==> config.mk <==
export PLATFORM = sky130hd
export DESIGN_NAME = prog_clk_div
export DESIGN_NICKNAME = d
export VERILOG_FILES = /design/src/rtl/clk_div_pkg.sv /design/src/rtl/prog_clk_div.sv
export SDC_FILE = /design/constraint.sdc
export NUM_CORES = 1
export LEC_CHECK = 0
export CAP_MARGIN = 20
export CORE_ASPECT_RATIO = 1.25
export CORE_MARGIN = 5
export CORE_UTILIZATION = 60
export DETAILED_ROUTE_END_ITERATION = 6
export GPL_ROUTABILITY_DRIVEN = 0
export HOLD_SLACK_MARGIN = 0.12
export PLACE_DENSITY = 0.81
export REMOVE_ABC_BUFFERS = 1
export SLEW_MARGIN = 10
export SYNTH_ARGS = -nofsm -noshare
export SYNTH_HDL_FRONTEND = slang
export SYNTH_SLANG_ARGS = --single-unit
==> constraint.sdc <==
create_clock -name clk -period 10.3 [get_ports clk]
set_input_delay 1.03 -clock clk [delete_from_list [all_inputs] [get_ports clk]]
set_output_delay 1.03 -clock clk [all_outputs]
set_load 0.03 [all_outputs]
==> src/rtl/clk_div_pkg.sv <==
// clk_div_pkg
//   Shared definitions for the programmable clock divider.
//   CNT_W        : default counter / period / high-time width
//   CFG_W        : width the clamp helper works in. Callers zero-extend
//                  into it and truncate back, so any CNT_W <= CFG_W works.
//   MIN_PERIOD   : shortest period the divider will run
//   cfg_t        : clamped {period, high} pair returned by clamp_cfg
//   clamp_cfg()  : maps a requested configuration onto a legal one
package clk_div_pkg;

  localparam int CNT_W = 20;
  localparam int CFG_W = 32;

  localparam logic [CFG_W-1:0] MIN_PERIOD = CFG_W'(2);

  typedef struct packed {
    logic [CFG_W-1:0] period;
    logic [CFG_W-1:0] high;
  } cfg_t;

  // Periods below MIN_PERIOD are raised to MIN_PERIOD. The high time is
  // limited to the clamped period, so a "too long" high time simply gives
  // a constant-high output instead of a meaningless comparison.
  function automatic cfg_t clamp_cfg(input logic [CFG_W-1:0] period,
                                     input logic [CFG_W-1:0] high);
    cfg_t r;
    r.period = (period < MIN_PERIOD) ? MIN_PERIOD : period;
    r.high   = (high > r.period) ? r.period : high;
    return r;
  endfunction

endpackage

==> src/rtl/prog_clk_div.sv <==
// prog_clk_div
//   Runtime-programmable clock divider with duty-cycle control. Produces a
//   divided square wave and a one-cycle strobe at the start of each period.
//   New settings are staged in a shadow register and copied into the active
//   register only when the counter wraps, so a period is never cut short
//   and no runt pulse appears on clock_out.
//
// Parameters
//   CNT_W      : counter, period and high-time width (<= clk_div_pkg::CFG_W)
//   DEF_PERIOD : period after reset; reset high time is DEF_PERIOD/2
//
// Ports
//   clk        : system clock, all state changes on its rising edge
//   rst_n      : asynchronous active-low reset
//   en         : run enable; low parks the counter and holds outputs low
//   cfg_valid  : configuration offered
//   cfg_ready  : shadow register free (no configuration pending)
//   cfg_period : requested period in clk cycles
//   cfg_high   : requested number of high cycles per period
//   clock_out  : registered divided clock
//   tick       : registered strobe, high on the first cycle of each period
//
// Configuration handshake
//   A transfer happens on a rising clk edge where cfg_valid && cfg_ready.
//   The source holds cfg_valid and the cfg_* fields stable until that edge;
//   cfg_ready does not depend on cfg_valid. After a transfer cfg_ready stays
//   low until the wrap that applies the staged values, so at most one
//   configuration is outstanding.
module prog_clk_div
  import clk_div_pkg::*;
#(
  parameter int CNT_W      = clk_div_pkg::CNT_W,
  parameter int DEF_PERIOD = 1000
) (
  input  logic             clk,
  input  logic             rst_n,
  input  logic             en,
  input  logic             cfg_valid,
  output logic             cfg_ready,
  input  logic [CNT_W-1:0] cfg_period,
  input  logic [CNT_W-1:0] cfg_high,
  output logic             clock_out,
  output logic             tick
);

  localparam logic [CNT_W-1:0] DEF_P   = CNT_W'(DEF_PERIOD);
  localparam logic [CNT_W-1:0] DEF_H   = CNT_W'(DEF_PERIOD / 2);
  localparam logic [CNT_W-1:0] ONE     = CNT_W'(1);

  // Active / shadow register bank
  logic [CNT_W-1:0] period_a;
  logic [CNT_W-1:0] high_a;
  logic [CNT_W-1:0] period_s;
  logic [CNT_W-1:0] high_s;
  logic             pend;

  logic [CNT_W-1:0] cnt;

  // Next-state helpers
  cfg_t             clamped;
  logic [CNT_W-1:0] clamped_period;
  logic [CNT_W-1:0] clamped_high;
  logic             cfg_fire;
  logic             wrap;
  logic             apply;
  logic [CNT_W-1:0] cnt_next;
  logic [CNT_W-1:0] high_next;
  logic [CNT_W-1:0] period_last;

  assign cfg_ready = !pend;

  always_comb begin
    clamped        = clamp_cfg(CFG_W'(cfg_period), CFG_W'(cfg_high));
    clamped_period = CNT_W'(clamped.period);
    clamped_high   = CNT_W'(clamped.high);

    cfg_fire    = cfg_valid && !pend;

    // period_a is never below 2, so period_a-1 cannot underflow.
    period_last = period_a - ONE;
    wrap        = en && (cnt == period_last);
    apply       = wrap && pend;

    cnt_next    = wrap ? '0 : cnt + ONE;
    // The output for the first cycle of a period must already use the
    // high time that period will run with, hence the look-ahead.
    high_next   = apply ? high_s : high_a;
  end

  // The clamp helper works wider than the counter; its upper bits are
  // always zero because the inputs were zero-extended.
  if (CNT_W < CFG_W) begin : g_clamp_hi
    logic unused_clamp_hi;
    assign unused_clamp_hi = ^{clamped.period[CFG_W-1:CNT_W],
                               clamped.high[CFG_W-1:CNT_W]};
  end

  // Configuration staging: shadow registers and pend flag. A transfer can
  // only happen while pend is low, so it never coincides with an apply.
  always_ff @(posedge clk or negedge rst_n) begin
    if (!rst_n) begin
      period_s <= DEF_P;
      high_s   <= DEF_H;
      pend     <= 1'b0;
    end else if (cfg_fire) begin
      period_s <= clamped_period;
      high_s   <= clamped_high;
      pend     <= 1'b1;
    end else if (apply) begin
      pend     <= 1'b0;
    end
  end

  // Active settings change only on a wrap with a pending configuration.
  always_ff @(posedge clk or negedge rst_n) begin
    if (!rst_n) begin
      period_a <= DEF_P;
      high_a   <= DEF_H;
    end else if (apply) begin
      period_a <= period_s;
      high_a   <= high_s;
    end
  end

  // Counter and registered outputs. While disabled the counter is parked
  // on the last count of the period so the first enabled edge wraps and
  // starts a clean period with a tick.
  always_ff @(posedge clk or negedge rst_n) begin
    if (!rst_n) begin
      cnt       <= DEF_P - ONE;
      clock_out <= 1'b0;
      tick      <= 1'b0;
    end else if (en) begin
      cnt       <= cnt_next;
      clock_out <= (cnt_next < high_next);
      tick      <= wrap;
    end else begin
      cnt       <= period_last;
      clock_out <= 1'b0;
      tick      <= 1'b0;
    end
  end

endmodule

==> impl_results.md <==
- Status: complete, no violations
- Crit-path cells: inv_1, ha_1, or3b_2, or3_4, nor3_1, xnor3_1, and4_1, o2111ai_4, buf_4, mux2i_1, ha_1, nand4_1, nor3_1, a2111oi_0, o21ai_0, or3_1, a21oi_1
- Critical Path Fanout Max: 42
- Core area: 11000 um^2
- Ys Warns: 0
- Layout cell share with drive strength beyond 1: 13.1%
- Number of distinct standard cells referenced by the synthesized netlist: 57
- RSZ-0062 raised after global routing: false
- Register area share after synthesis: 38.9%
- Slowest-stage cell, CP: buf_4
- Async S/R FF share, synth: 100%
- Yosys reg bits: 103
- Final cycle utilization of the critical path: 52.5%
- Leak Pwr: 3.52 nW
- Worst slew pin tran: 0.833 ns
- Nets@finish: 814
- Largest family of logic cells by synthesized area: simple AND/OR/NAND/NOR gates
- Critical path type: register to register
- Max IR drop VDD: 0.0000964 V
- Post-Synth Simple-Gate Area: 18.9%
- EDFF count, synth: 0
- Die Span X: 105 um
- Clock network power share: 23.9%
- PortBufs: 46
- Most common cell after layout, fill and taps aside: dfrtp_1
- Synth Area in XOR/XNOR: 7.94%
- Root Driver: clkbuf_16
- Slowest stage delay, CP: 0.60 ns
- Pins Over Slew Limit: 0
- Crit path max-delay family: simple AND/OR/NAND/NOR gates
- Buf/Inv on CP: 2
- Ports: 47
- H-tree depth: 3
- Critical path launch point type: register
- CTS tree: done
- Sw power: 0.000514 W
- Largest buffer count on any clock path: 2
- Clock transition at the registers of the reported paths: 0.07 ns
- Compound-Gate Fraction of Synth Area: 12.8%
- Mean post-synth cell area: 9.57 um^2
- Area Growth Syn to Fin: 11.6%
- Antenna violations before repair: 0
- Worst EP arrival: 5.68 ns
- Chip Height: 128 um
- Top cell type's share of synthesized area: 26.4%
- Worst Hold Class: register to register
- Fin crit period: 5.41 ns
- Hpwl dp: 12.5 mm
- N_diodes: 0
- 1st-iter DRT viols: 424
- Min Hold Slack: 0.482 ns
- Die area: 13400 um^2
- First-pass detailed-route iteration total: 5
- Post-synthesis cell area: 6730 um^2
- PostCTS Resize Cnt: 0
- Fmax: 185 MHz
- Syn Inst Count: 703
- Internal power: 0.000905 W
- Max_cap viols: 0
- Switching Fraction: 36.2%
- Sequential power share: 39.7%
- Critical path capture point type: register
- Worst Path Required: 10.58 ns
- Inserted Clock Buffers: 9
- Max Clock Skew: 0.00823 ns
- Worst skew pair latency: 0.35 ns
- Total congestion overflow: 0
- Mux cell area share after synthesis: 8.63%
- First-pass GRT wire length: 28.5 mm
- Synth top area cells: dfrtp_1, dfstp_2, ha_1
- Largest net degree at the start of global routing: 68
- DRC Markers: 0
- Fin Setup TNS: 0 ns
- PwrDens: 189 nW/um^2
- Final hold vios: 0
- Rows: 43
- Clock Sink Count: 103
- WL final: 16.7 mm
- # Post-CTS Setup Buffers: 0
- Post-CTS Hold Buffers: 0
- Final ANT Viol Nets: 0
- Via density: 6.33
- Total GRT Usage: 26.1%
- Post-DR wirelength/cell: 19.2 um
- Comb power frac: 36.4%
- Starting Density: 61.0%
- Synthesized-area fraction occupied by adder cells: 7.62%
- # setup viols final: 0
- Max-slew headroom: 44.1%
- Top_reg_cell synth: dfrtp_1
- Area leader, netlist: dfrtp_1
- Most frequent cells in the layout: dfrtp_1, o21ai_0, nand2_1
- Vias in the first global route: 5697
- Via Count: 5498
[power groups by stage]
stage / sequential, W / clock, W / combinational (W)
3_3_place_gp: 0.000561 / 0 / 0.000481
4_1_cts: 0.000561 / 0.000343 / 0.000509
5_1_grt: 0.000573 / 0.000362 / 0.000577
2_1_floorplan: 0.000545 / 0 / 0.000377
6_report: 0.000563 / 0.000339 / 0.000516
3_5_place_dp: 0.000567 / 0 / 0.000502
[sequential cells by signal, summed over array words and instances, names as in the netlist]
| name | count |
|---|---|
| cnt | 20 |
| tick | 1 |
| pend | 1 |
| high_a | 20 |
| high_s | 20 |
| period_s | 20 |
| period_a | 20 |
| clock_out | 1 |
[routing by layer]
layer | part of all wire [%] | up-vias | global-route usage (%)
met5 | 0 | - | 0
met3 | 6.1 | 55 | 3.61
met2 | 49 | 264 | 43.4
met4 | 4.5 | 0 | 13.8
li1 | - | 2551 | -
met1 | 40 | 2628 | 33.1
[logic make-up (layout without fill, tap and decap cells)]
family	after synthesis	after routing
AND/OR/NAND/NOR	235	235
AO/OA/AOI/OAI	144	144
flip-flops	103	103
buffers and inverters	80	111
XOR/XNOR	53	53
multiplexers	47	47
adder cells (fa/ha/maj)	41	41
[cells in the mapped netlist (9+ instances only)]
cell type / count
nor4_1: 9
nand4_1: 12
inv_1: 42
dfstp_2: 32
mux2i_1: 19
ha_1: 41
xnor2_1: 21
or3_1: 11
nand3_1: 20
o31ai_1: 10
a21oi_1: 37
nor2b_1: 12
nor2_1: 54
nor3_1: 15
o21ai_0: 56
a31oi_1: 19
dfrtp_1: 71
nand2_1: 56
clkbuf_1: 23
mux2_4: 20
xor2_1: 27
[cell type report]
type                       count  area (um^2)
tap                          135          169
multi-input combinational    520         3760
clock buffer                  11          254
clock inverter                 5         46.3
fill                         787         3520
sequential                   103         2620
inverter                      43          161
timing repair buffer          52          503
[worst paths after layout]
kind / slack (ns) / from / cells past startpoint / end
worst max register to register: 4.89 / period_a[0] / 17 / clock_out
max in group asynchronous: 8.50 / rst_n / 2 / cnt[4]
worst min register to register: 0.48 / period_s[18] / 2 / period_s[18]
worst min-delay path: 0.48 / period_s[18] / 2 / period_s[18]
min in group asynchronous: 0.63 / rst_n / 1 / high_s[14]
worst max-delay path: 4.89 / period_a[0] / 17 / clock_out
[through the flow]
stage               area [um^2]  power [W]  utilization, %  std cells  setup WS [ns]
finish                     7510    0.00142            68.1        869           4.89
global placement           7210    0.00104            65.4        853           4.91
global route               7510    0.00151            68.1        869           4.62
floorplan                  6540   0.000922               -        666           5.33
detailed placement         7210    0.00107            65.4        853           4.75
CTS                        7510    0.00141            68.1        869           4.99
[worst reg2reg max path: stages (launching register included)]
cell and delay (ns):
dfrtp_1 0.46, inv_1 0.09, ha_1 0.22, or3b_2 0.51
or3_4 0.42, nor3_1 0.28, xnor3_1 0.31, and4_1 0.25
o2111ai_4 0.08, buf_4 0.60, mux2i_1 0.50, ha_1 0.32
nand4_1 0.12, nor3_1 0.07, a2111oi_0 0.48, o21ai_0 0.16
or3_1 0.37, a21oi_1 0.11
Power figures use the tool's default switching activity.
